===== src/rtl/rv32_memory_lsu_if.sv =====
// Data-memory port of the memory stage: req/gnt request phase, rvalid response phase.
interface rv32_memory_lsu_if;
  logic        req;
  logic        we;
  logic [31:0] addr;
  logic [3:0]  be;
  logic [31:0] wdata;
  logic        gnt;
  logic        rvalid;
  logic [31:0] rdata;

  modport master (output req, we, addr, be, wdata, input gnt, rvalid, rdata);
  modport slave  (input req, we, addr, be, wdata, output gnt, rvalid, rdata);
endinterface


===== src/rtl/rv32_memory_lsu.sv =====
// RV32 memory stage: drives loads/stores on the data-memory port, stalls while an access
// is outstanding, aligns/extends load data and registers results into the M/W register.
module rv32_memory_lsu #(
  parameter int unsigned BUS_TIMEOUT = 255
) (
  input  logic                   clk_i,
  input  logic                   rst_i,
  input  logic                   reg_write_i,
  input  logic                   fp_reg_write_i,
  input  logic                   memory_write_i,
  input  logic [2:0]             result_source_i,
  input  logic [31:0]            instr_i,
  input  logic [31:0]            pc_next_i,
  input  logic [31:0]            alu_result_i,
  input  logic [31:0]            write_data_i,
  input  logic [31:0]            fpu_result_i,
  rv32_memory_lsu_if.master      dmem,
  output logic                   stall_m_o,
  output logic [31:0]            forwarded_res_m_o,
  output logic                   reg_write_o,
  output logic                   fp_reg_write_o,
  output logic [2:0]             result_source_o,
  output logic [31:0]            instr_o,
  output logic [31:0]            pc_next_o,
  output logic [31:0]            alu_result_o,
  output logic [31:0]            fpu_result_o,
  output logic [31:0]            load_data_o,
  output logic [1:0]             fault_o
);

  localparam logic [9:0] TMO_LAST = 10'(BUS_TIMEOUT - 1);

  typedef enum logic [1:0] {S_IDLE, S_REQ, S_WAIT} state_e;

  function automatic logic [3:0] byte_enable(input logic [1:0] size, input logic [1:0] a);
    case (size)
      2'b00:   byte_enable = 4'b0001 << a;
      2'b01:   byte_enable = a[1] ? 4'b1100 : 4'b0011;
      default: byte_enable = 4'b1111;
    endcase
  endfunction

  function automatic logic [31:0] store_lanes(input logic [1:0] size, input logic [31:0] wd);
    case (size)
      2'b00:   store_lanes = {4{wd[7:0]}};
      2'b01:   store_lanes = {2{wd[15:0]}};
      default: store_lanes = wd;
    endcase
  endfunction

  function automatic logic is_aligned(input logic [1:0] size, input logic [1:0] a);
    case (size)
      2'b00:   is_aligned = 1'b1;
      2'b01:   is_aligned = ~a[0];
      default: is_aligned = (a == 2'b00);
    endcase
  endfunction

  function automatic logic [31:0] load_extend(input logic [2:0] f3, input logic [1:0] a,
                                              input logic [31:0] rd);
    logic [31:0]        lane;
    logic signed [7:0]  b;
    logic signed [15:0] h;
    lane = rd >> {a, 3'b000};
    b    = $signed(lane[7:0]);
    h    = $signed(a[1] ? rd[31:16] : rd[15:0]);
    case (f3)
      3'b000:  load_extend = 32'(b);
      3'b001:  load_extend = 32'(h);
      3'b100:  load_extend = {24'b0, lane[7:0]};
      3'b101:  load_extend = {16'b0, $unsigned(h)};
      default: load_extend = rd;
    endcase
  endfunction

  state_e      state_q, state_d;
  logic [9:0]  tmo_cnt_q;
  logic        mem_op, aligned, misaligned, tmo_hit;
  logic        req, stall, ld_done, tmo;
  logic        vld_p0;
  logic [1:0]  size;
  logic [1:0]  fault_p0;
  logic [31:0] load_data_p0;

  logic        reg_write_p1, fp_reg_write_p1;
  logic [2:0]  result_source_p1;
  logic [31:0] instr_p1, pc_next_p1, alu_result_p1, fpu_result_p1, load_data_p1;
  logic [1:0]  fault_p1;

  assign size       = instr_i[13:12];
  assign mem_op     = memory_write_i | (result_source_i == 3'b001);
  assign aligned    = is_aligned(size, alu_result_i[1:0]);
  assign misaligned = mem_op & ~aligned;
  // The cycle the counter reads BUS_TIMEOUT-1 is the BUS_TIMEOUT-th cycle spent in REQ/WAIT.
  assign tmo_hit    = (state_q != S_IDLE) && (tmo_cnt_q == TMO_LAST);

  always_comb begin
    state_d = state_q;
    req     = 1'b0;
    stall   = 1'b0;
    ld_done = 1'b0;
    tmo     = 1'b0;
    case (state_q)
      S_IDLE, S_REQ: begin
        if (state_q == S_REQ && tmo_hit) begin
          tmo     = 1'b1;
          state_d = S_IDLE;
        end else if (state_q == S_REQ || (mem_op && aligned)) begin
          req   = 1'b1;
          stall = 1'b1;
          if (dmem.gnt) begin
            if (memory_write_i) begin
              stall   = 1'b0;
              state_d = S_IDLE;
            end else begin
              state_d = S_WAIT;
            end
          end else begin
            state_d = S_REQ;
          end
        end
      end
      S_WAIT: begin
        if (tmo_hit) begin
          tmo     = 1'b1;
          state_d = S_IDLE;
        end else if (dmem.rvalid) begin
          ld_done = 1'b1;
          state_d = S_IDLE;
        end else begin
          stall = 1'b1;
        end
      end
      default: state_d = S_IDLE;
    endcase
  end

  // Reset kills an in-flight request at once, without waiting for the clock.
  assign dmem.req   = req & ~rst_i;
  assign stall_m_o  = stall & ~rst_i;
  assign dmem.we    = memory_write_i;
  assign dmem.addr  = {alu_result_i[31:2], 2'b00};
  assign dmem.be    = byte_enable(size, alu_result_i[1:0]);
  assign dmem.wdata = store_lanes(size, write_data_i);

  assign forwarded_res_m_o = alu_result_i;

  assign vld_p0       = ~stall;
  assign fault_p0     = tmo ? 2'b10 : (misaligned ? 2'b01 : 2'b00);
  assign load_data_p0 = ld_done ? load_extend(instr_i[14:12], alu_result_i[1:0], dmem.rdata)
                                : 32'b0;

  always_ff @(posedge clk_i or posedge rst_i) begin
    if (rst_i) begin
      state_q   <= S_IDLE;
      tmo_cnt_q <= '0;
    end else begin
      state_q   <= state_d;
      tmo_cnt_q <= (state_q == S_IDLE) ? 10'd0 : tmo_cnt_q + 10'd1;
    end
  end

  // ---- M/W pipeline register (p1) ----
  always_ff @(posedge clk_i or posedge rst_i) begin
    if (rst_i) begin
      reg_write_p1     <= 1'b0;
      fp_reg_write_p1  <= 1'b0;
      result_source_p1 <= '0;
      instr_p1         <= '0;
      pc_next_p1       <= '0;
      alu_result_p1    <= '0;
      fpu_result_p1    <= '0;
      load_data_p1     <= '0;
      fault_p1         <= '0;
    end else if (vld_p0) begin
      reg_write_p1     <= reg_write_i & (fault_p0 == 2'b00);
      fp_reg_write_p1  <= fp_reg_write_i & (fault_p0 == 2'b00);
      result_source_p1 <= result_source_i;
      instr_p1         <= instr_i;
      pc_next_p1       <= pc_next_i;
      alu_result_p1    <= alu_result_i;
      fpu_result_p1    <= fpu_result_i;
      load_data_p1     <= load_data_p0;
      fault_p1         <= fault_p0;
    end
  end

  assign reg_write_o     = reg_write_p1;
  assign fp_reg_write_o  = fp_reg_write_p1;
  assign result_source_o = result_source_p1;
  assign instr_o         = instr_p1;
  assign pc_next_o       = pc_next_p1;
  assign alu_result_o    = alu_result_p1;
  assign fpu_result_o    = fpu_result_p1;
  assign load_data_o     = load_data_p1;
  assign fault_o         = fault_p1;

endmodule


===== src/flat_wrapper.sv =====
// flat-port wrapper written by rule: the top's interface ports become plain ports
module rv32_memory_lsu_flat 
#(
  parameter int unsigned BUS_TIMEOUT = 255
)
  (clk_i, rst_i, reg_write_i, fp_reg_write_i, memory_write_i, result_source_i, instr_i, pc_next_i, alu_result_i, write_data_i, fpu_result_i, stall_m_o, forwarded_res_m_o, reg_write_o, fp_reg_write_o, result_source_o, instr_o, pc_next_o, alu_result_o, fpu_result_o, load_data_o, fault_o, dmem_req, dmem_we, dmem_addr, dmem_be, dmem_wdata, dmem_gnt, dmem_rvalid, dmem_rdata);
  rv32_memory_lsu_if dmem_i ();
  input  logic clk_i;
  input  logic rst_i;
  input  logic reg_write_i;
  input  logic fp_reg_write_i;
  input  logic memory_write_i;
  input  logic [2:0] result_source_i;
  input  logic [31:0] instr_i;
  input  logic [31:0] pc_next_i;
  input  logic [31:0] alu_result_i;
  input  logic [31:0] write_data_i;
  input  logic [31:0] fpu_result_i;
  output logic stall_m_o;
  output logic [31:0] forwarded_res_m_o;
  output logic reg_write_o;
  output logic fp_reg_write_o;
  output logic [2:0] result_source_o;
  output logic [31:0] instr_o;
  output logic [31:0] pc_next_o;
  output logic [31:0] alu_result_o;
  output logic [31:0] fpu_result_o;
  output logic [31:0] load_data_o;
  output logic [1:0] fault_o;
  output wire logic [$bits(dmem_i.req)-1:0] dmem_req;
  output wire logic [$bits(dmem_i.we)-1:0] dmem_we;
  output wire logic [$bits(dmem_i.addr)-1:0] dmem_addr;
  output wire logic [$bits(dmem_i.be)-1:0] dmem_be;
  output wire logic [$bits(dmem_i.wdata)-1:0] dmem_wdata;
  input wire logic [$bits(dmem_i.gnt)-1:0] dmem_gnt;
  input wire logic [$bits(dmem_i.rvalid)-1:0] dmem_rvalid;
  input wire logic [$bits(dmem_i.rdata)-1:0] dmem_rdata;
  assign dmem_req = dmem_i.req;
  assign dmem_we = dmem_i.we;
  assign dmem_addr = dmem_i.addr;
  assign dmem_be = dmem_i.be;
  assign dmem_wdata = dmem_i.wdata;
  assign dmem_i.gnt = dmem_gnt;
  assign dmem_i.rvalid = dmem_rvalid;
  assign dmem_i.rdata = dmem_rdata;
  rv32_memory_lsu #(.BUS_TIMEOUT(BUS_TIMEOUT)) u_core (.clk_i(clk_i), .rst_i(rst_i), .reg_write_i(reg_write_i), .fp_reg_write_i(fp_reg_write_i), .memory_write_i(memory_write_i), .result_source_i(result_source_i), .instr_i(instr_i), .pc_next_i(pc_next_i), .alu_result_i(alu_result_i), .write_data_i(write_data_i), .fpu_result_i(fpu_result_i), .dmem(dmem_i), .stall_m_o(stall_m_o), .forwarded_res_m_o(forwarded_res_m_o), .reg_write_o(reg_write_o), .fp_reg_write_o(fp_reg_write_o), .result_source_o(result_source_o), .instr_o(instr_o), .pc_next_o(pc_next_o), .alu_result_o(alu_result_o), .fpu_result_o(fpu_result_o), .load_data_o(load_data_o), .fault_o(fault_o));
endmodule

===== config.mk =====
export PLATFORM = sky130hd
export DESIGN_NAME = rv32_memory_lsu_flat
export DESIGN_NICKNAME = d
export VERILOG_FILES = /design/src/rtl/rv32_memory_lsu_if.sv /design/src/rtl/rv32_memory_lsu.sv /design/src/flat_wrapper.sv
export SDC_FILE = /design/constraint.sdc
export NUM_CORES = 1
export LEC_CHECK = 0
export ABC_AREA = 1
export BUFFER_PORTS_ARGS = -buffer_cell sky130_fd_sc_hd__buf_2
export CAP_MARGIN = 20
export CORE_AREA = 10 10 177 179
export CTS_CLUSTER_DIAMETER = 150
export DETAILED_ROUTE_END_ITERATION = 8
export DIE_AREA = 0 0 187 189
export SLEW_MARGIN = 20
export SYNTH_ARGS = -nofsm -noshare
export SYNTH_HDL_FRONTEND = slang
export SYNTH_SLANG_ARGS = --single-unit

===== constraint.sdc =====
create_clock -name clk_i -period 8.6 [get_ports clk_i]
set_input_delay 1.72 -clock clk_i [delete_from_list [all_inputs] [get_ports clk_i]]
set_output_delay 1.72 -clock clk_i [all_outputs]
set_load 0.02 [all_outputs]

### Word-level counts from Yosys, hierarchy flattened

Cells that the tools add are included.

| word-level totals | value |
|---|---|
| output and inout port bits | 270 |
| flip-flop bits (word level) | 179 |

| cells by class | value |
|---|---|
| shift-type cells | 2 |
| reduce and logical (&&, ||, !) cells | 12 |
| eq/ne operators | 10 |
| add/sub/neg operators | 1 |
| mux-type cells | 33 |
| bitwise operators | 9 |

Operators with widths:

| kind | number |
|---|---|
| case mux 32 bit (4 select lines) | 1 |
| case mux 32 bit (2 select lines) | 1 |
| two-way mux 32 bit | 1 |
| >> shifter 32 x 5 -> 8 bit | 1 |
| two-way mux 16 bit | 1 |
| two-way mux 1 bit | 15 |
| two-way mux 2 bit | 7 |
| adder 10 x 1 -> 10 bit (second input constant) | 1 |
| == test 10 x 8 -> 1 bit (second input constant) | 1 |
| two-way mux 10 bit | 1 |
| logical NOT 2 bit | 4 |
| case mux 4 bit (2 select lines) | 1 |
| == test 3 x 1 -> 1 bit (second input constant) | 2 |
| == test 3 bit (second input constant) | 2 |
| case mux 1 bit (2 select lines) | 3 |
| bitwise AND 1 bit | 5 |
| == test 2 x 1 -> 1 bit (second input constant) | 2 |
| two-way mux 4 bit | 1 |
| case mux 2 bit (2 select lines) | 1 |
| << shifter 1 x 2 -> 4 bit (first input constant) | 1 |
| logical AND 1 bit | 3 |
| logical NOT 3 bit | 1 |
| inequality test 3 x 1 -> 1 bit (second input constant) | 1 |
| inequality test 3 x 2 -> 1 bit (second input constant) | 1 |
| 7 further kinds | 9 |

### Logic depth before layout (Yosys ltp)

Gate-level depths: netlist (run 1).

| depth | value |
|---|---|
| word-level depth | 8 |
| depth in mapped cells | 13 |

### Worst setup path after synthesis (run 1)

OpenSTA, ideal clock, no wires.

| timing | value |
|---|---|
| kind | input port to output port |
| start point | in instr_i[13] |
| end point | out stall_m_o |
| path buffers | 2 |
| data arrival time | 3034 ps |
| data required time | 6880 ps |
| stages | 9 |
| setup slack | 3846 ps |
| path through | buf_2 -> nor2_4 -> inv_2 -> nand2_1 -> nand3_1 -> nand2_1 -> nand2_4 -> clkbuf_1 -> a21oi_1 |

| between the ends | value |
|---|---|
| cells in the longest elaborated chain, start to end | 8 |
| elaborated cells on any way between the ends | 9 |
| those cells by class | 1 x eq/ne; 4 x mux; 1 x bitwise; 3 x reduce/logical |

Ends and longest elaborated chain:

| item | line | text |
|---|---|---|
| start: declaration | flat_wrapper.sv:14 | `input logic [31:0] instr_i;` |
| == test 2 x 1 -> 1 bit or logical NOT 2 bit (tied branches) | rv32_memory_lsu.sv:52 | `case (size)` |
| case mux 1 bit (2 select lines) * | rv32_memory_lsu.sv:52 |  |
| logical AND 1 bit * | rv32_memory_lsu.sv:108 | `end else if (state_q == S_REQ \|\| (mem_op && aligned)) begin` |
| logical OR 1 bit * | rv32_memory_lsu.sv:108 |  |
| two-way mux 1 bit * | rv32_memory_lsu.sv:108 |  |
| two-way mux 1 bit * | rv32_memory_lsu.sv:105 | `if (state_q == S_REQ && tmo_hit) begin` |
| case mux 1 bit (2 select lines) * | rv32_memory_lsu.sv:103 | `case (state_q)` |
| bitwise AND 1 bit * | rv32_memory_lsu.sv:140 | `assign stall_m_o = stall & ~rst_i;` |
| end: declaration | flat_wrapper.sv:19 | `output logic stall_m_o;` |

Every way passes the cells marked *; elsewhere a longest branch is shown, timed or not.

### Worst setup path in the final report (run 1)

Same ends and word-level chain as after synthesis.

==> flow_metrics.tcl, run 1 <==
set metrics [dict create \
    status "complete, no violations" \
    clock-sinks 179 \
    post-route-drc-count 0 \
    post-cts-setup-buffer-count 0 \
    synthesis.area_sq_um 9220 \
    fin_crit_ps 5330 \
    tns_ps 0 \
    antenna_found_initial 6 \
    cts.clk_slew.worst_paths_ps 70 \
    postCtsHoldBufs 0 \
    power_frac_seq 0.383 \
    layout_common_cells "buf_2, nand2_1, dfrtp_1, nand3_1, nand2_2" \
    placed_cells 1846 \
    final-seq-area_sq_um 4480 \
    fin_util 0.423 \
    yosysSeqAreaShare 0.486 \
    finalSetupViolCount 0 \
    finalWeightedCongestion 0.892 \
    synth_cell_types 30 \
    finalClockSkew_ps 16.4 \
    start_util 0.334 \
    slew_viol_final 0 \
    clk_path_buf_depth 2 \
    h-tree-depth 4 \
    gr-total-overflow 0 \
    final_common_cell "buf_2" \
    tightestPinTransition_ps 1010 \
    drt_first_pass_iters 4 \
    p_comb_frac 0.339 \
    timing.fmax_mhz 188 \
    root_buffer "clkbuf_16" \
    cts_tree "yes" \
    p_sw_w 0.00119 \
    rsz0062_at_grt "false" \
    peakVddDrop_v 0.0000995 \
    coreArea_sq_um 27600 \
    yosys_register_bits 179 \
    drive_above_1_share 0.411 \
    placed_cell_area_sq_um 11100 \
    nNetsFinal 1691 \
    fin_area_sq_um 11700 \
    first_global_vias 8863 \
    required_ps 6880 \
    cap_viol_max_count 0 \
    antenna_left 0 \
    final-hold-violation-count 0 \
    cts_resized 0 \
    avgSynthCellArea_sq_um 8.15 \
    p_leak_nw 6.73 \
    multi_input_area_sq_um 3540 \
    clkPwrFrac 0.278 \
    sw_frac_of_total 0.408 \
    hold_class "flop to flop" \
    ioPinCount 472 \
    crit_path_cell_trace "buf_2, nor2_4, inv_2, nand2_1, nand3_1, nand2_1, nand2_4, a21oi_1, buf_2" \
    end_kind "primary output" \
    p_int_w 0.00173 \
    port_buffers 469 \
    grt_first_pass_wirelength_um 51600 \
    syn_to_final_growth_pct 26.7 \
    drt-vias-per-instance 4.57 \
    slew-limit-headroom 0.327 \
    syn_inst 1131 \
    grt_max_degree 118 \
    drt-initial-drc-count 604 \
    die_area_sq_um 35300 \
    cp_slowest_cell "nor2_4" \
    vias 8597 \
    rows 61 \
    layout.cells.non_filler 1882 \
    crit_path_start_kind "input port" \
    p_per_area_nw_per_um2 251 \
    slowest_delay_ps 390 \
    ys_warn_count 0 \
    wl_per_cell_um 17.9 \
    die_h_um 189 \
    drt-total-wl_um 33800 \
    path_max_fanout 51 \
    grt_usage 0.183 \
    crit_type "input port to primary output" \
    numCtsBuffers 17 \
    clk_latency_ps 430 \
    num-fill-cells 2909 \
    dpl.hpwl_um 25500 \
    post-route-period-util 0.620 \
    critPathArrivalTime_ps 3610 \
    fp.dieW_um 187 \
]
power groups by stage:
| stage | Sequential, W | Combinational (W) | Clock, W |
|---|---|---|---|
| after floorplan | 0.00135 | 0.000476 | 0 |
| after global placement | 0.00113 | 0.00100 | 0 |
| after detailed placement | 0.00114 | 0.00101 | 0 |
| after CTS | 0.00112 | 0.00101 | 0.000840 |
| after global routing | 0.00114 | 0.00109 | 0.000875 |
| final | 0.00112 | 0.000991 | 0.000814 |
worst max-delay path, delay by kind of cell:
kind | cells | cell delay [ps]
compound gates | 1 | 240
buf+inv | 3 | 540
simple gates | 5 | 1090
path summary, 6_finish.rpt:
| kind | slack, ps | endpoint | startpoint | cells past startpoint |
|---|---|---|---|---|
| hold reg to reg | 470 | u_core.instr_o[3]$_DFFE_PP0N_ | u_core.instr_o[3]$_DFFE_PP0N_ | 2 |
| hold / removal | 470 | u_core.instr_o[3]$_DFFE_PP0N_ | u_core.instr_o[3]$_DFFE_PP0N_ | 2 |
| max in group asynchronous | 5840 | u_core.fpu_result_o[17]$_DFFE_PP0N_ | rst_i | 3 |
| setup / recovery | 3270 | stall_m_o | instr_i[13] | 9 |
| setup reg to reg | 4620 | u_core.pc_next_o[5]$_DFFE_PP0N_ | u_core.state_q[1]$_DFFE_PP0P_ | 10 |
| min in group asynchronous | 1490 | u_core.fault_o[1]$_DFFE_PP0N_ | rst_i | 2 |
sequential cells by signal, summed over array words and instances (netlist names):
signal	count
u_core.fp_reg_write_o	1
u_core.result_source_o	3
u_core.instr_o	32
u_core.tmo_cnt_q	10
u_core.reg_write_o	1
u_core.load_data_o	32
u_core.fault_o	2
u_core.state_q	2
u_core.fpu_result_o	32
u_core.alu_result_o	32
u_core.pc_next_o	32
metrics by stage:
step / setup slack (ps) / total power, W / hold slack (ps)
2_1_floorplan: 2020 / 0.00183 / 474
3_3_place_gp: 3210 / 0.00214 / 450
3_5_place_dp: 3210 / 0.00215 / 453
4_1_cts: 3210 / 0.00298 / 472
5_1_grt: 3060 / 0.00310 / 486
6_report: 3270 / 0.00293 / 468
kinds of logic after synthesis:
kind of cell / synth area share
simple gates: 0.345
buf+inv: 0.131
flops: 0.486
compound gates: 0.0343
fa+ha+maj: 0.00271
xor+xnor: 0.000950
other cells: 0.000407
cell usage after synthesis:
library cell	count	area (sq um)
nand2_1	366	1370
dfrtp_1	179	4480
nand3_1	149	746
nand2_2	102	638
buf_4	83	623
nor2_1	74	278
inv_1	41	154
clkbuf_1	21	78.8
a21oi_1	19	95.1
o21ai_0	19	95.1
buf_2	16	80.1
o211ai_1	15	113
buf_12	11	220
nor3_1	7	35.0
buf_1	5	18.8
nand4_1	4	25.0
inv_2	3	11.3
nand2_4	3	33.8
buf_6	2	22.5
ha_1	2	25.0
and3_1	1	6.26
conb_1	1	3.75
nand3_2	1	10.0
nand3b_1	1	7.51
nor2_4	1	11.3
nor2b_1	1	6.26
nor4_1	1	6.26
o21ai_1	1	5.00
o21ai_2	1	8.76
xor2_1	1	8.76
per-layer routing:
| metal | vias to the layer above | GRT usage | share of wire |
|---|---|---|---|
| met5 | - | 0 | 0.00083 |
| met4 | 6 | 0.0779 | 0.032 |
| met3 | 53 | 0.0794 | 0.096 |
| met2 | 375 | 0.308 | 0.48 |
| met1 | 3957 | 0.199 | 0.39 |
| li1 | 4206 | - | - |
cell type report:
cell class | instances | area share
flip-flops and latches | 179 | 0.384
multi-input cells | 771 | 0.303
repair buffers | 474 | 0.205
well taps | 378 | 0.0405
clock buffers | 18 | 0.0368
clock inverters | 14 | 0.0158
inverters | 44 | 0.0146
diodes | 4 | 0.000857
No activity file was read; power rests on OpenSTA's default activity.
==> run 2: changes to the inputs <==
- clock period: 8.6 -> 5.02 ns (I/O delays scaled with it)
==> flow_metrics.tcl, run 2 (synthesis gave the netlist of run 1 again) <==
set metrics [dict create \
    final-hold-violation-count 0 \
    finalWeightedCongestion 0.867 \
    p_leak_nw 6.77 \
    rows 61 \
    antenna_found_initial 4 \
    cts.clk_slew.worst_paths_ps 80 \
    clock-sinks 179 \
    cap_viol_max_count 0 \
    p_int_w 0.00299 \
    cts_resized 0 \
    start_util 0.334 \
    timing.fmax_mhz 284 \
    die_area_sq_um 35300 \
    fp.dieW_um 187 \
    power_frac_seq 0.381 \
    p_per_area_nw_per_um2 428 \
    cts_tree "yes" \
    tns_ps 0 \
    clk_path_buf_depth 2 \
    vias 8590 \
    wl_per_cell_um 17.6 \
    post-route-drc-count 0 \
    min_from "u_core.instr_o[27]$_DFFE_PP0N_" \
    fin_crit_ps 3520 \
    post-cts-setup-buffer-count 0 \
    sw_frac_of_total 0.406 \
    postCtsHoldBufs 0 \
    drt-total-wl_um 33200 \
    hold_class "flop to flop" \
    gr-total-overflow 0 \
    slew-limit-headroom 0.409 \
    peakVddDrop_v 0.000201 \
    slew_viol_final 0 \
    final_common_cell "buf_2" \
    crit_type "input port to primary output" \
    slowest_delay_ps 390 \
    numCtsBuffers 17 \
    critPathArrivalTime_ps 2520 \
    ioPinCount 472 \
    end_kind "primary output" \
    grt_first_pass_wirelength_um 52100 \
    r2r-start "u_core.tmo_cnt_q[0]$_DFF_PP0_" \
    setup.worst_path.start "instr_i[13]" \
    crit_path_start_kind "input port" \
    layout_common_cells "buf_2, nand2_1, dfrtp_1, nand3_1, nand2_2" \
    coreArea_sq_um 27600 \
    clkPwrFrac 0.276 \
    drive_above_1_share 0.414 \
    port_buffers 469 \
    drt_first_pass_iters 5 \
    drt-vias-per-instance 4.55 \
    die_h_um 189 \
    first_global_vias 8950 \
    cp_slowest_cell "nor2_4" \
    h-tree-depth 4 \
    post-route-period-util 0.701 \
    grt_max_degree 94 \
    nNetsFinal 1697 \
    p_sw_w 0.00204 \
    required_ps 4020 \
    status "complete, no violations" \
    syn_to_final_growth_pct 27.5 \
    root_buffer "clkbuf_16" \
    rsz0062_at_grt "false" \
    grt_usage 0.183 \
    dpl.hpwl_um 25400 \
    holdWs_ps 471 \
    tightestPinTransition_ps 884 \
    p_comb_frac 0.343 \
    clk_latency_ps 430 \
    fin_util 0.425 \
    finalClockSkew_ps 19.7 \
    finalSetupViolCount 0 \
    crit_path_cell_trace "buf_2, nor2_4, inv_2, nand2_1, nand3_1, nand2_1, nand2_4, a21oi_1, buf_2" \
    path_max_fanout 28 \
    antenna_left 0 \
    drt-initial-drc-count 606 \
]
==> run 2: cell types whose count changed in the layout (fill, tap and decap cells not counted), sizes merged <==
cell / previous run / this run
buf: 474 / 480
diode: 4 / 2
clkinvlp: 0 / 1
inv: 51 / 50
==> run 2: metal layers <==
layer  wire length [um]  up-vias  track usage  part of all wire
li1                   -     4209            -                 -
met1              13000     3939        0.205              0.39
met2              16300      388        0.309              0.49
met3               2990       50       0.0698             0.090
met4                975        4       0.0748             0.029
met5                 14        -            0           0.00042
==> run 2: worst paths after layout <==
| check | cells after the start | endpoint | slack (ps) |
|---|---|---|---|
| worst max-delay path | 9 | stall_m_o | 1500 |
| worst max register to register | 11 | u_core.instr_o[12]$_DFFE_PP0N_ | 2010 |
| worst min-delay path | 2 | u_core.instr_o[27]$_DFFE_PP0N_ | 470 |
| min in group asynchronous | 2 | u_core.fpu_result_o[29]$_DFFE_PP0N_ | 720 |
| max in group asynchronous | 3 | u_core.pc_next_o[9]$_DFFE_PP0N_ | 3150 |
| worst min register to register | 2 | u_core.instr_o[27]$_DFFE_PP0N_ | 470 |
==> run 2: power by group through the flow <==
stage / Clock (W) / Combinational, W / Sequential, W
floorplan: 0 / 0.000816 / 0.00231
global placement: 0 / 0.00174 / 0.00193
detailed placement: 0 / 0.00176 / 0.00194
CTS: 0.00144 / 0.00176 / 0.00192
global route: 0.00150 / 0.00189 / 0.00196
finish: 0.00139 / 0.00172 / 0.00192
==> run 2: metrics by stage <==
step | instances | cell area [sq um] | setup slack [ps] | total power, W
3_3_place_gp | 1852 | 11100 | 1510 | 0.00368
5_1_grt | 1886 | 11800 | 1270 | 0.00535
6_report | 1886 | 11800 | 1500 | 0.00503
2_1_floorplan | 1132 | 9230 | 1700 | 0.00313
3_5_place_dp | 1852 | 11100 | 1480 | 0.00370
4_1_cts | 1884 | 11700 | 1440 | 0.00512
==> run 2: area by class of cell <==
class                           instances  area, sq um
Timing Repair Buffer                  480         2470
Fill cell                            2870        15900
Tap cell                              378          473
Antenna cell                            2         5.00
Clock inverter                         14          184
Sequential cell                       179         4480
Clock buffer                           18          429
Multi-Input combinational cell        771         3540
Inverter                               44          169
==> run 2: critical path: cells and delay by family <==
family	cells	cell delay [ps]
compound gates	1	130
simple gates	5	840
buf+inv	3	530
